==> src/rtl/tl_a_burst_arbiter.sv <==
// Round-robin TileLink A-channel arbiter that holds the grant across
// multi-beat bursts and while a request is stalled by the downstream.
module tl_a_burst_arbiter #(
    parameter int unsigned NumHosts  = 3,
    parameter int unsigned DataWidth = 128,
    parameter int unsigned MaxSize   = 6,
    parameter int unsigned SizeWidth = 3
) (
    input  logic                                clk_i,
    input  logic                                rst_i,
    input  logic [NumHosts-1:0]                 req_valid_i,
    output logic [NumHosts-1:0]                 req_ready_o,
    input  logic [NumHosts-1:0][2:0]            req_opcode_i,
    input  logic [NumHosts-1:0][SizeWidth-1:0]  req_size_i,
    output logic                                dev_valid_o,
    input  logic                                dev_ready_i,
    output logic [NumHosts-1:0]                 grant_o,
    output logic [$clog2(NumHosts)-1:0]         grant_idx_o,
    output logic                                locked_o
);

    localparam int unsigned IdxWidth = $clog2(NumHosts);
    localparam int unsigned BeatLog  = $clog2(DataWidth / 8);
    localparam int unsigned BurstLog = (MaxSize > BeatLog) ? (MaxSize - BeatLog) : 0;
    localparam int unsigned CntWidth = BurstLog + 1;

    typedef enum logic [1:0] {
        IDLE  = 2'd0,
        HOLD  = 2'd1,
        BURST = 2'd2
    } state_t;

    state_t                state_q, state_d;
    logic [IdxWidth-1:0]   prio_q, prio_d;
    logic [IdxWidth-1:0]   owner_q, owner_d;
    logic [CntWidth-1:0]   beats_q, beats_d;

    logic                  win_found;
    logic [IdxWidth-1:0]   win_idx;
    logic [IdxWidth-1:0]   sel_idx;
    logic [CntWidth-1:0]   sel_beats;
    logic                  fire;

    // Number of beats carried by a message; only data-bearing opcodes span beats.
    function automatic logic [CntWidth-1:0] beats_of(input logic [2:0]           op,
                                                     input logic [SizeWidth-1:0] sz);
        int unsigned eff;
        eff = 32'(sz);
        if (eff > MaxSize) begin
            eff = MaxSize;
        end
        if ((op <= 3'd3) && (eff > BeatLog)) begin
            return CntWidth'(1) << (eff - BeatLog);
        end
        return CntWidth'(1);
    endfunction

    // Round-robin successor of a host index.
    function automatic logic [IdxWidth-1:0] next_idx(input logic [IdxWidth-1:0] idx);
        if (idx == IdxWidth'(NumHosts - 1)) begin
            return '0;
        end
        return IdxWidth'(idx + 1'b1);
    endfunction

    // First valid host scanning upward from the priority pointer, wrapping.
    always_comb begin
        int unsigned cand;
        win_found = 1'b0;
        win_idx   = '0;
        cand      = 0;
        for (int unsigned k = 0; k < NumHosts; k++) begin
            cand = 32'(prio_q) + k;
            if (cand >= NumHosts) begin
                cand = cand - NumHosts;
            end
            if (!win_found && req_valid_i[IdxWidth'(cand)]) begin
                win_found = 1'b1;
                win_idx   = IdxWidth'(cand);
            end
        end
    end

    // Grant is live arbitration in IDLE and frozen on the owner otherwise.
    always_comb begin
        grant_o = '0;
        sel_idx = (state_q == IDLE) ? win_idx : owner_q;
        if ((state_q != IDLE) || win_found) begin
            grant_o[sel_idx] = 1'b1;
        end
    end

    // Handshake plumbing and status outputs.
    always_comb begin
        grant_idx_o = sel_idx;
        dev_valid_o = |(req_valid_i & grant_o);
        req_ready_o = grant_o & {NumHosts{dev_ready_i}};
        locked_o    = (state_q != IDLE);
        fire        = dev_valid_o & dev_ready_i;
        sel_beats   = beats_of(req_opcode_i[sel_idx], req_size_i[sel_idx]);
    end

    // Next-state logic for the lock FSM, pointer, owner and beat counter.
    always_comb begin
        state_d = state_q;
        prio_d  = prio_q;
        owner_d = owner_q;
        beats_d = beats_q;
        case (state_q)
            IDLE: begin
                if (win_found) begin
                    owner_d = win_idx;
                    if (fire) begin
                        if (sel_beats == CntWidth'(1)) begin
                            prio_d = next_idx(win_idx);
                        end else begin
                            state_d = BURST;
                            beats_d = sel_beats - CntWidth'(1);
                        end
                    end else begin
                        state_d = HOLD;
                    end
                end
            end
            HOLD: begin
                if (fire) begin
                    if (sel_beats == CntWidth'(1)) begin
                        state_d = IDLE;
                        prio_d  = next_idx(owner_q);
                    end else begin
                        state_d = BURST;
                        beats_d = sel_beats - CntWidth'(1);
                    end
                end
            end
            BURST: begin
                if (fire) begin
                    beats_d = beats_q - CntWidth'(1);
                    if (beats_q == CntWidth'(1)) begin
                        state_d = IDLE;
                        prio_d  = next_idx(owner_q);
                    end
                end
            end
            default: begin
                state_d = IDLE;
            end
        endcase
    end

    // State registers; reset aborts any lock immediately.
    always_ff @(posedge clk_i or posedge rst_i) begin
        if (rst_i) begin
            state_q <= IDLE;
            prio_q  <= '0;
            owner_q <= '0;
            beats_q <= '0;
        end else begin
            state_q <= state_d;
            prio_q  <= prio_d;
            owner_q <= owner_d;
            beats_q <= beats_d;
        end
    end

endmodule
==> config.mk <==
export PLATFORM = sky130hd
export DESIGN_NAME = tl_a_burst_arbiter
export DESIGN_NICKNAME = d
export VERILOG_FILES = /design/src/rtl/tl_a_burst_arbiter.sv
export SDC_FILE = /design/constraint.sdc
export NUM_CORES = 1
export LEC_CHECK = 0
export CAP_MARGIN = 25
export CORE_ASPECT_RATIO = 0.8
export CORE_MARGIN = 2
export CORE_UTILIZATION = 53
export DETAILED_ROUTE_END_ITERATION = 6
export PLACE_DENSITY = 0.86
export SLEW_MARGIN = 20
export SYNTH_ARGS = -nofsm -noshare
export SYNTH_HDL_FRONTEND = slang
export SYNTH_SLANG_ARGS = --single-unit
==> constraint.sdc <==
create_clock -name clk_i -period 7.9 [get_ports clk_i]
set_input_delay 1.58 -clock clk_i [delete_from_list [all_inputs] [get_ports clk_i]]
set_output_delay 1.58 -clock clk_i [all_outputs]
set_load 0.01 [all_outputs]
Word-level counts from Yosys, hierarchy flattened:

Index checks and enable logic that the tools add are counted.

* $add $sub $neg: 10
* multiply operators: 0
* divide/modulo/power cells: 0
* $lt $le $gt $ge: 11
* equality and inequality tests: 14
* shift-type cells: 1
* multiplexer cells: 65
* bitwise operators: 3
* reductions and logical operators: 15

Operators with widths (count)
* $mux W2: 26
* $gt A32 B3 Y1 const B: 1
* $shl A1 B32 Y3 const A: 1
* $sub A32 B3 Y32 const B: 1
* $mux W3: 10
* $mux W1: 20
* $bmux W3 S2: 2
* $lt A2 B3 Y1 const B: 4
* $ne A2 B2 Y1 const B: 6
* $pmux W2 S3: 2
* $pmux W3 S3: 1
* $reduce_and A8 Y1: 1
* $and A3 B3 Y3: 2
* $bmux W1 S2: 3
* $eq A2 B2 Y1 const B: 3
* $eq A3 B1 Y1 const B: 2
* $ge A3 B2 Y1 const B: 2
* $sub A2 B2 Y2 const B: 3
* $sub A3 B1 Y3 const B: 2
* $reduce_and A5 Y1: 1
* $add A2 B1 Y2 const B: 2
* $logic_and A1 B1 Y1: 4
* $add A2 B1 Y3 const B: 1
* $add A2 B2 Y3 const B: 1
* 17 further kinds: 18

* register bits after elaboration: 9
* bits in latches: 0
* memory bits (writable): 0
* ROM bits: 0
* input bits: 24
* output and inout port bits: 10
* logic and storage cells: 123
* memories kept: 0

Depth between registers and ports, before layout:

Gate-level depths: netlist of run 1.

* word-level depth: 30
* mapped depth: 20
* mapped depth without buffers: 18

Worst setup path before layout of run 1:

No wires, ideal clock.

* path type: input to output
* from: input port req_valid_i[0]
* to: output port dev_valid_o
* data arrival time: 3.294 ns
* slack: 3.026 ns
* cell stages on the path: 9
* buffers on the path: 2
* path through: buf_2 -> mux2i_1 -> o21ai_2 -> o32ai_2 -> a221o_1 -> buf_6 -> clkinv_2 -> and3_1 -> or3_1

* word-level cells in the longest chain between the ends: 17
* elaborated cells on any way between the ends: 26

Ends and longest elaborated chain
* start: declaration: line 11 `input logic [NumHosts-1:0] req_valid_i,`
* $bmux W1 S2: line 77 `if (!win_found && req_valid_i[IdxWidth'(cand)]) begin`
* $mux W1 (implied by the code): line 77
* $mux W1: line 77
* $logic_not A1 Y1: line 77
* $logic_and A1 B1 Y1: line 77
* $mux W1: line 77
* $logic_not A1 Y1: line 77
* $logic_and A1 B1 Y1: line 77
* [... 2 more ...]
* named net grant_idx_o[0]: line 18 `output logic [$clog2(NumHosts)-1:0] grant_idx_o,`
* $lt A2 B3 Y1 (implied by the code) or $ge A2 B1 Y1 (tied branches): line 89 `grant_o[sel_idx] = 1'b1;`
* $logic_and A1 B1 Y1 (implied by the code): line 89
* $mux W1 (implied by the code): line 89
* $demux W1 S2 *: line 89
* $mux W3 *: line 88 `if ((state_q != IDLE) || win_found) begin`
* $and A3 B3 Y3 *: line 96 `dev_valid_o = |(req_valid_i & grant_o);`
* $reduce_or A3 Y1 *: line 96
* end: declaration: line 15 `output logic dev_valid_o,`

The timed path passes the listed nets; every way through them passes the cells marked *. The select of a mux whose other input is x is not followed.

Final worst setup path of run 1:

* from: input port req_valid_i[0]
* to: output port dev_valid_o

* word-level cells in the longest chain between the ends: 17
* elaborated cells on any way between the ends: 26

Ends and longest elaborated chain
* $bmux W1 S2: line 77
* $mux W1 (implied by the code): line 77
* $mux W1: line 77
* $logic_not A1 Y1: line 77
* $logic_and A1 B1 Y1: line 77
* $mux W1: line 77
* $logic_not A1 Y1: line 77
* $logic_and A1 B1 Y1: line 77
* $mux W2: line 77
* $mux W2: line 87 `sel_idx = (state_q == IDLE) ? win_idx : owner_q;`
* $lt A2 B3 Y1 (implied by the code) or $ge A2 B1 Y1 (tied branches): line 89
* $logic_and A1 B1 Y1 (implied by the code): line 89
* $mux W1 (implied by the code): line 89
* $demux W1 S2: line 89
* $mux W3: line 88
* $and A3 B3 Y3 *: line 96
* $reduce_or A3 Y1 *: line 96

Mark *: on every way between the ends. The rest lies on a longest branch, timed or not. The select of a mux whose other input is x is not followed.

==> out/metrics.json, run 1 <==
{
  "drt_first_pass_iters": 4,
  "p_per_area_nw_per_um2": 560,
  "worst_path_max_delay_cell": "clkdlybuf4s50_1",
  "grt_setup_unrepaired": "no",
  "total_leakage_power_nw": 0.675,
  "rows": 15,
  "cp.arrival_ps": 4650,
  "slew_headroom": 0.552,
  "cp-start-kind": "input port",
  "number_of_warnings_printed_during_yosys_synthesis": 0,
  "cp_data_required_time_ps": 6320,
  "holdBufCountCts": 0,
  "layout_cell_share_with_drive_strength_beyond_1": 0.130,
  "clk_latency_ps": 250,
  "chipHeight_um": 48.1,
  "power.clock.fraction": 0.039,
  "initial_core_util": 0.578,
  "cpLargestDelayFamily": "buffers and inverters",
  "hold_viol": 0,
  "period_share": 0.788,
  "post_cts.resized_instances": 0,
  "clock_tree_from_tritoncts": "done",
  "worst_clock_skew_ps": 5.50,
  "postRouteWirelength_um": 3420,
  "cp-end-kind": "output pin",
  "ys_async_sr_fraction": 1.00,
  "hpwlAfterDp_um": 2690,
  "seq_power_share": 0.093,
  "place.gp.congestion": 0.878,
  "result_of_the_run": "finished clean",
  "global_route_total_usage_across_every_layer": 0.249,
  "vias_per_cell": 6.44,
  "ys_ff_latch": 9,
  "detail_route.iter0.violations": 107,
  "clock_tree.buffer_depth": 2,
  "worst-slew-pin-transition_ps": 663,
  "number_of_standard_cells_after_synthesis": 150,
  "commonest_cells_after_routing_fill_and_taps_aside": "clkdlybuf4s50_1 (27), inv_1 (14), nor2_1 (12), ha_1 (12)",
  "final_common_cell": "clkdlybuf4s50_1",
  "cts_buffers": 3,
  "netSwitchingFraction": 0.517,
  "total_instance_count_after_detailed_placement": 198,
  "syn-num-nets": 186,
  "path_buf_inv": 3,
  "residual_drc_count": 0,
  "floorplan.io_pins": 34,
  "worst-path-max-fanout": 10,
  "syn2layout_area_growth_pct": 23.0,
  "grt_antenna_before_repair": 0,
  "htree_levels": 1,
  "final_cell_count_no_fill": 202,
  "finalWorstPathRequiredPeriod_ps": 6230,
  "first_global_vias": 1194,
  "port_buffers": 27,
  "p_int_w": 0.000429,
  "antennaDiodeCount": 0,
  "power.switching_w": 0.000460,
  "holdCritPathClass": "flop to flop",
  "clkSinkCount": 9,
  "critPathMaxStageDelay_ps": 550,
  "number_of_distinct_library_cells_after_synthesis": 58,
  "final_net_count": 214,
  "cts_post_setup_buffers_inserted": 0,
  "die_area_um2": 2850,
  "share_comb_of_total_power": 0.869,
  "path_clk_slew_ps": 60,
  "fin_setup_tns_ps": 0,
  "finalSetupViolations": 0,
  "synth_edf_count": 0,
  "type_of_the_worst_setup_path": "input port to output pin",
  "irDropWorstVdd_mv": 0.235,
  "crit_path_cell_trace": "clkdlybuf4s50_1 > mux2i_1 > o21ai_2 > o32ai_2 > a221o_1 > clkinv_2 > and3_1 > or3_1 > clkdlybuf4s50_1",
  "die_x_um": 59.2,
  "globalRoute.totalOverflow": 0,
  "pin_count_of_the_biggest_net_entering_global_routing": 14,
  "num_vias": 1300,
  "clock_tree.root_cell": "clkbuf_4",
  "dominantRegCellSynth": "dfrtp_1",
  "grt_first_pass_wirelength_um": 5310,
  "maxCapViolCount": 0,
  "finalMaxSlewViolations": 0,
  "netlist_area_um2": 1290,
  "max_freq_ghz": 0.161,
  "routed_wire_length_per_instance_um": 16.9,
  "path_common_cell": "clkdlybuf4s50_1",
  "core_region_area_um2": 2230,
  "synthesis.area_per_instance_um2": 8.60,
  "synth_seq_area_share": 0.175,
  "ant_nets": 0
}
## Yosys cell counts, types with 2 or more instances
library cell	instances	area share
nor2_1	12	0.035
buf_6	2	0.017
nand4_1	4	0.019
clkinv_2	2	0.0078
inv_1	14	0.041
a21o_1	2	0.012
dfrtp_1	9	0.17
nor3b_1	2	0.012
nor3_1	2	0.0078
a31o_2	2	0.014
or3_1	4	0.019
o21ai_1	2	0.0078
nand2_1	7	0.020
and3_1	6	0.029
o31ai_1	2	0.012
a22o_1	2	0.014
a211oi_1	2	0.012
a32oi_1	2	0.014
nor4b_4	2	0.037
o22a_1	2	0.014
ha_1	12	0.12
o21ai_0	4	0.016
mux2i_1	7	0.054
a21oi_1	9	0.035
nand3_1	3	0.012
## power groups by stage
| stage | Combinational, W | Sequential [W] | Clock (W) |
|---|---|---|---|
| 3_3_place_gp | 0.000725 | 0.0000813 | 0 |
| 4_1_cts | 0.000763 | 0.0000821 | 0.0000360 |
| 6_report | 0.000772 | 0.0000824 | 0.0000343 |
| 3_5_place_dp | 0.000759 | 0.0000828 | 0 |
| 2_1_floorplan | 0.000564 | 0.0000788 | 0 |
| 5_1_grt | 0.000837 | 0.0000850 | 0.0000382 |
## layout make-up
cell class	count	area (um2)
clock buffer	4	26.3
fill	182	647
inverter	16	62.6
multi-input combinational	121	971
sequential	9	225
tap	25	31.3
timing repair buffer	27	270
## stage by stage
stage | hold slack, ps | area (um2) | utilization | power [W] | worst slack [ps]
finish | 554 | 1590 | 0.710 | 0.000889 | 1670
global route | 604 | 1590 | 0.710 | 0.000961 | 1510
detailed placement | 544 | 1560 | 0.699 | 0.000842 | 1730
CTS | 564 | 1590 | 0.710 | 0.000881 | 1720
global placement | 531 | 1560 | 0.699 | 0.000807 | 1800
floorplan | 488 | 1290 | - | 0.000643 | 3030
## registers in the layout, indices dropped and copies added (netlist names)
register  count
prio_q        2
state_q       2
beats_q       3
owner_q       2
## per-layer routing
metal | global-route usage | vias up | share of wire
li1 | - | 632 | -
met1 | 0.312 | 586 | 0.43
met2 | 0.431 | 78 | 0.47
met3 | 0.0345 | 4 | 0.095
met4 | 0.132 | 0 | 0.0076
met5 | 0 | - | 0
## path summary, 6_finish.rpt
check                      slack (ps)  depth (start not counted)           start           to
min                               550                          2      beats_q[1]   beats_q[1]
max                              1670                          9  req_valid_i[0]  dev_valid_o
max in group asynchronous        6060                          2           rst_i   state_q[1]
max reg2reg                      3670                         17       prio_q[1]    prio_q[0]
min in group asynchronous        1580                          2           rst_i   beats_q[0]
min reg2reg                       550                          2      beats_q[1]   beats_q[1]
## logic make-up after synthesis
group                      Yosys count  share of synthesized area
DFF                                  9                      0.175
buffers and inverters               20                     0.0727
muxes                                8                     0.0630
adders and majority gates           12                      0.116
and+or+nand+nor                     54                      0.265
AOI/OAI and AO/OA                   47                      0.308
## worst min-delay path, stage by stage, from the launching register on
cell and delay (ps):
dfrtp_1 320, inv_1 60, a21oi_1 130
Note: power is estimated with default switching activity, not from simulation.
==> run 2: changes to the inputs <==
--- a/config.mk
+++ b/config.mk
@@ -8,9 +8,9 @@
 export CAP_MARGIN = 25
 export CORE_ASPECT_RATIO = 0.8
 export CORE_MARGIN = 2
-export CORE_UTILIZATION = 53
+export CORE_UTILIZATION = 49
 export DETAILED_ROUTE_END_ITERATION = 6
-export PLACE_DENSITY = 0.86
+export PLACE_DENSITY = 0.81
 export SLEW_MARGIN = 20
 export SYNTH_ARGS = -nofsm -noshare
 export SYNTH_HDL_FRONTEND = slang
==> constraint.sdc (replaced) <==
create_clock -name clk_i -period 6.1 [get_ports clk_i]
set_input_delay 1.22 -clock clk_i [delete_from_list [all_inputs] [get_ports clk_i]]
set_output_delay 1.22 -clock clk_i [all_outputs]
set_load 0.01 [all_outputs]
==> out/metrics.json, run 2 (same netlist as run 1, synthesis figures left out) <==
{
  "syn2layout_area_growth": {"value": 24.6, "unit": "%", "change": "was 23.0%"},
  "initial_core_util": {"value": 0.520, "change": "was 0.578"},
  "cts_buffers": {"value": 3, "change": "unchanged"},
  "final_net_count": {"value": 215, "change": "was 214"},
  "pin_count_of_the_biggest_net_entering_global_routing": {"value": 14, "change": "unchanged"},
  "port_buffers": {"value": 27, "change": "unchanged"},
  "chipHeight": {"value": 49.9, "unit": "um", "change": "was 48.1 um"},
  "largest_register_ff_count": {"value": 3, "change": "unchanged"},
  "worstHoldPathCells": {"value": 2, "change": "unchanged"},
  "p_int": {"value": 0.000559, "unit": "W", "change": "was 0.000429 W"},
  "postRouteWirelength": {"value": 3180, "unit": "um", "change": "was 3420 um"},
  "holdCritPathClass": {"value": "flop to flop", "change": "unchanged"},
  "hpwlAfterDp": {"value": 2550, "unit": "um", "change": "was 2690 um"},
  "place.gp.congestion": {"value": 0.851, "change": "was 0.878"},
  "clk_latency": {"value": 250, "unit": "ps", "change": "about the same"},
  "maxCapViolCount": {"value": 0, "change": "unchanged"},
  "gr-max-usage-layer": {"value": "met2", "change": "unchanged"},
  "num_vias": {"value": 1304, "change": "was 1300"},
  "floorplan.io_pins": {"value": 34, "change": "unchanged"},
  "global_route_total_usage_across_every_layer": {"value": 0.215, "change": "was 0.249"},
  "clock_tree_from_tritoncts": {"value": "done", "change": "unchanged"},
  "hold_viol": {"value": 0, "change": "unchanged"},
  "finalMaxSlewViolations": {"value": 0, "change": "unchanged"},
  "top_register": {"value": "beats_q", "change": "unchanged"},
  "die_x": {"value": 61.4, "unit": "um", "change": "was 59.2 um"},
  "cp-end-kind": {"value": "output pin", "change": "unchanged"},
  "p_per_area": {"value": 711, "unit": "nW/um2", "change": "was 560 nW/um2"},
  "critPathMaxStageDelay": {"value": 550, "unit": "ps", "change": "about the same"},
  "cts_post_setup_buffers_inserted": {"value": 0, "change": "unchanged"},
  "htree_levels": {"value": 1, "change": "unchanged"},
  "residual_drc_count": {"value": 0, "change": "unchanged"},
  "grt.met1_usage": {"value": 0.291, "change": "was 0.312"},
  "global_route_met3_usage": {"value": 0.0184, "change": "was 0.0345"},
  "holdBufCountCts": {"value": 0, "change": "unchanged"},
  "netSwitchingFraction": {"value": 0.511, "change": "was 0.517"},
  "cp-start-kind": {"value": "input port", "change": "unchanged"},
  "clock_tree.buffer_depth": {"value": 2, "change": "unchanged"},
  "worst_path_max_delay_cell": {"value": "clkdlybuf4s50_1", "change": "unchanged"},
  "routed_wire_length_per_instance": {"value": 14.8, "unit": "um", "change": "was 16.9 um"},
  "detail_route.iter0.violations": {"value": 66, "change": "was 107"},
  "slew_headroom": {"value": 0.547, "change": "was 0.552"},
  "result_of_the_run": {"value": "finished clean", "change": "unchanged"},
  "setup.reg_to_reg.worst_slack": {"value": 1930, "unit": "ps", "change": "was 3670 ps"},
  "max_freq_ghz": 0.181,
  "rows": {"value": 16, "change": "was 15"},
  "drt_first_pass_iters": {"value": 4, "change": "unchanged"},
  "power.switching": {"value": 0.000585, "unit": "W", "change": "was 0.000460 W"},
  "final_core_utilization": {"value": 0.648, "change": "was 0.710"},
  "ant_nets": {"value": 0, "change": "unchanged"},
  "share_comb_of_total_power": {"value": 0.868, "change": "was 0.869"},
  "vias_per_cell": {"value": 6.09, "change": "was 6.44"},
  "power.clock.fraction": {"value": 0.038, "change": "was 0.039"},
  "crit_path_start": {"value": "req_valid_i[1]", "change": "was req_valid_i[0]"},
  "globalRoute.totalOverflow": {"value": 0, "change": "unchanged"},
  "finalWorstPathRequiredPeriod_ps": 5510,
  "critical_path.reg2reg.endpoint": {"value": "prio_q[1]", "change": "was prio_q[0]"},
  "grt_setup_unrepaired": {"value": "no", "change": "unchanged"},
  "worst-slew-pin-transition": {"value": 671, "unit": "ps", "change": "was 663 ps"},
  "type_of_the_worst_setup_path": {"value": "input port to output pin", "change": "unchanged"},
  "final_common_cell": {"value": "clkdlybuf4s50_1", "change": "unchanged"},
  "antennaDiodeCount": {"value": 0, "change": "unchanged"},
  "clkSinkCount": {"value": 9, "change": "unchanged"},
  "rr_startpoint": {"value": "prio_q[1]", "change": "unchanged"},
  "path_common_cell": {"value": "clkdlybuf4s50_1", "change": "unchanged"},
  "gr-usage-met2": {"value": 0.351, "change": "was 0.431"},
  "crit_path_cell_trace": {"value": "clkdlybuf4s50_1 > mux2i_1 > o21ai_2 > o32ai_2 > a221o_1 > clkinv_2 > and3_1 > or3_1 > clkdlybuf4s50_1", "change": "unchanged"},
  "post_cts.resized_instances": {"value": 0, "change": "unchanged"},
  "path_depth_of_the_worst_reg2reg_path": {"value": 17, "change": "unchanged"},
  "cp.arrival": {"value": 4290, "unit": "ps", "change": "was 4650 ps"},
  "layout_cell_share_with_drive_strength_beyond_1": {"value": 0.135, "change": "was 0.130"},
  "clock_tree.root_cell": {"value": "clkbuf_4", "change": "unchanged"},
  "seq_power_share": {"value": 0.094, "change": "was 0.093"},
  "irDropWorstVdd": {"value": 0.306, "unit": "mV", "change": "was 0.235 mV"},
  "first_global_vias": {"value": 1210, "change": "was 1194"},
  "grt_first_pass_wirelength": {"value": 5090, "unit": "um", "change": "was 5310 um"},
  "die_area": {"value": 3060, "unit": "um2", "change": "was 2850 um2"},
  "hold_path_startpoint": {"value": "beats_q[1]", "change": "unchanged"},
  "grt_antenna_before_repair": {"value": 0, "change": "unchanged"},
  "total_leakage_power": {"value": 0.680, "unit": "nW", "change": "was 0.675 nW"},
  "path_clk_slew": {"value": 50, "unit": "ps", "change": "was 60 ps"},
  "period_share": 0.904,
  "core_region_area": {"value": 2480, "unit": "um2", "change": "was 2230 um2"},
  "commonest_cells_after_routing_fill_and_taps_aside": {"value": "clkdlybuf4s50_1 (27), inv_1 (14), nor2_1 (12), ha_1 (12)", "change": "unchanged"},
  "worst-path-max-fanout": {"value": 10, "change": "unchanged"},
  "finalSetupViolations": {"value": 0, "change": "unchanged"},
  "fin_setup_tns": {"value": 0, "unit": "ps", "change": "unchanged"},
  "cp_data_required_time": {"value": 4880, "unit": "ps", "change": "was 6320 ps"},
  "filler_cell_count": {"value": 238, "change": "was 182"},
  "critPathCapture": {"value": "dev_valid_o", "change": "unchanged"},
  "worst_clock_skew": {"value": 9.32, "unit": "ps", "change": "was 5.50 ps"}
}
## run 2: worst min path at each step
stage,endpoint,slack (ps)
4_1_cts,beats_q[2],560
3_3_place_gp,beats_q[0],530
5_1_grt,beats_q[2],610
3_5_place_dp,beats_q[2],550
2_1_floorplan,beats_q[2],490
6_report,beats_q[1],550
## run 2: final cells by class
class                      instances  area, um2  share of cell area
multi-input combinational        121        971               0.604
timing repair buffer              28        278               0.173
sequential                         9        225               0.140
inverter                          16       62.6              0.0389
tap                               36       45.0              0.0280
clock buffer                       4       26.3              0.0163
## run 2: stage by stage
step | setup slack, ps | std cells | instance area [um2] | power (W) | hold slack (ps)
floorplan | 1950 | 150 | 1290 | 0.000832 | 488
global placement | 700 | 210 | 1580 | 0.00105 | 531
detailed placement | 622 | 210 | 1580 | 0.00109 | 546
CTS | 617 | 214 | 1610 | 0.00114 | 563
global route | 445 | 214 | 1610 | 0.00124 | 606
finish | 588 | 214 | 1610 | 0.00114 | 553
## run 2: metal layers
| layer | vias up | routed length, um |
|---|---|---|
| met2 | 57 | 1410 |
| li1 | 628 | - |
| met1 | 615 | 1510 |
| met5 | - | 0 |
| met4 | 0 | 23 |
| met3 | 4 | 231 |
## run 2: worst max-delay path: cells and delay by family
kind / cells / cell delay, ps
simple gates: 2 / 590
mux: 1 / 310
buf+inv: 3 / 1260
compound gates: 3 / 900
## run 2: power by group through the flow
stage	Clock (W)	Sequential [W]	Combinational [W]
floorplan	0	0.000102	0.000730
global placement	0	0.000104	0.000947
detailed placement	0	0.000108	0.000982
CTS	0.0000457	0.000107	0.000986
global route	0.0000476	0.000111	0.00108
finish	0.0000436	0.000107	0.000993
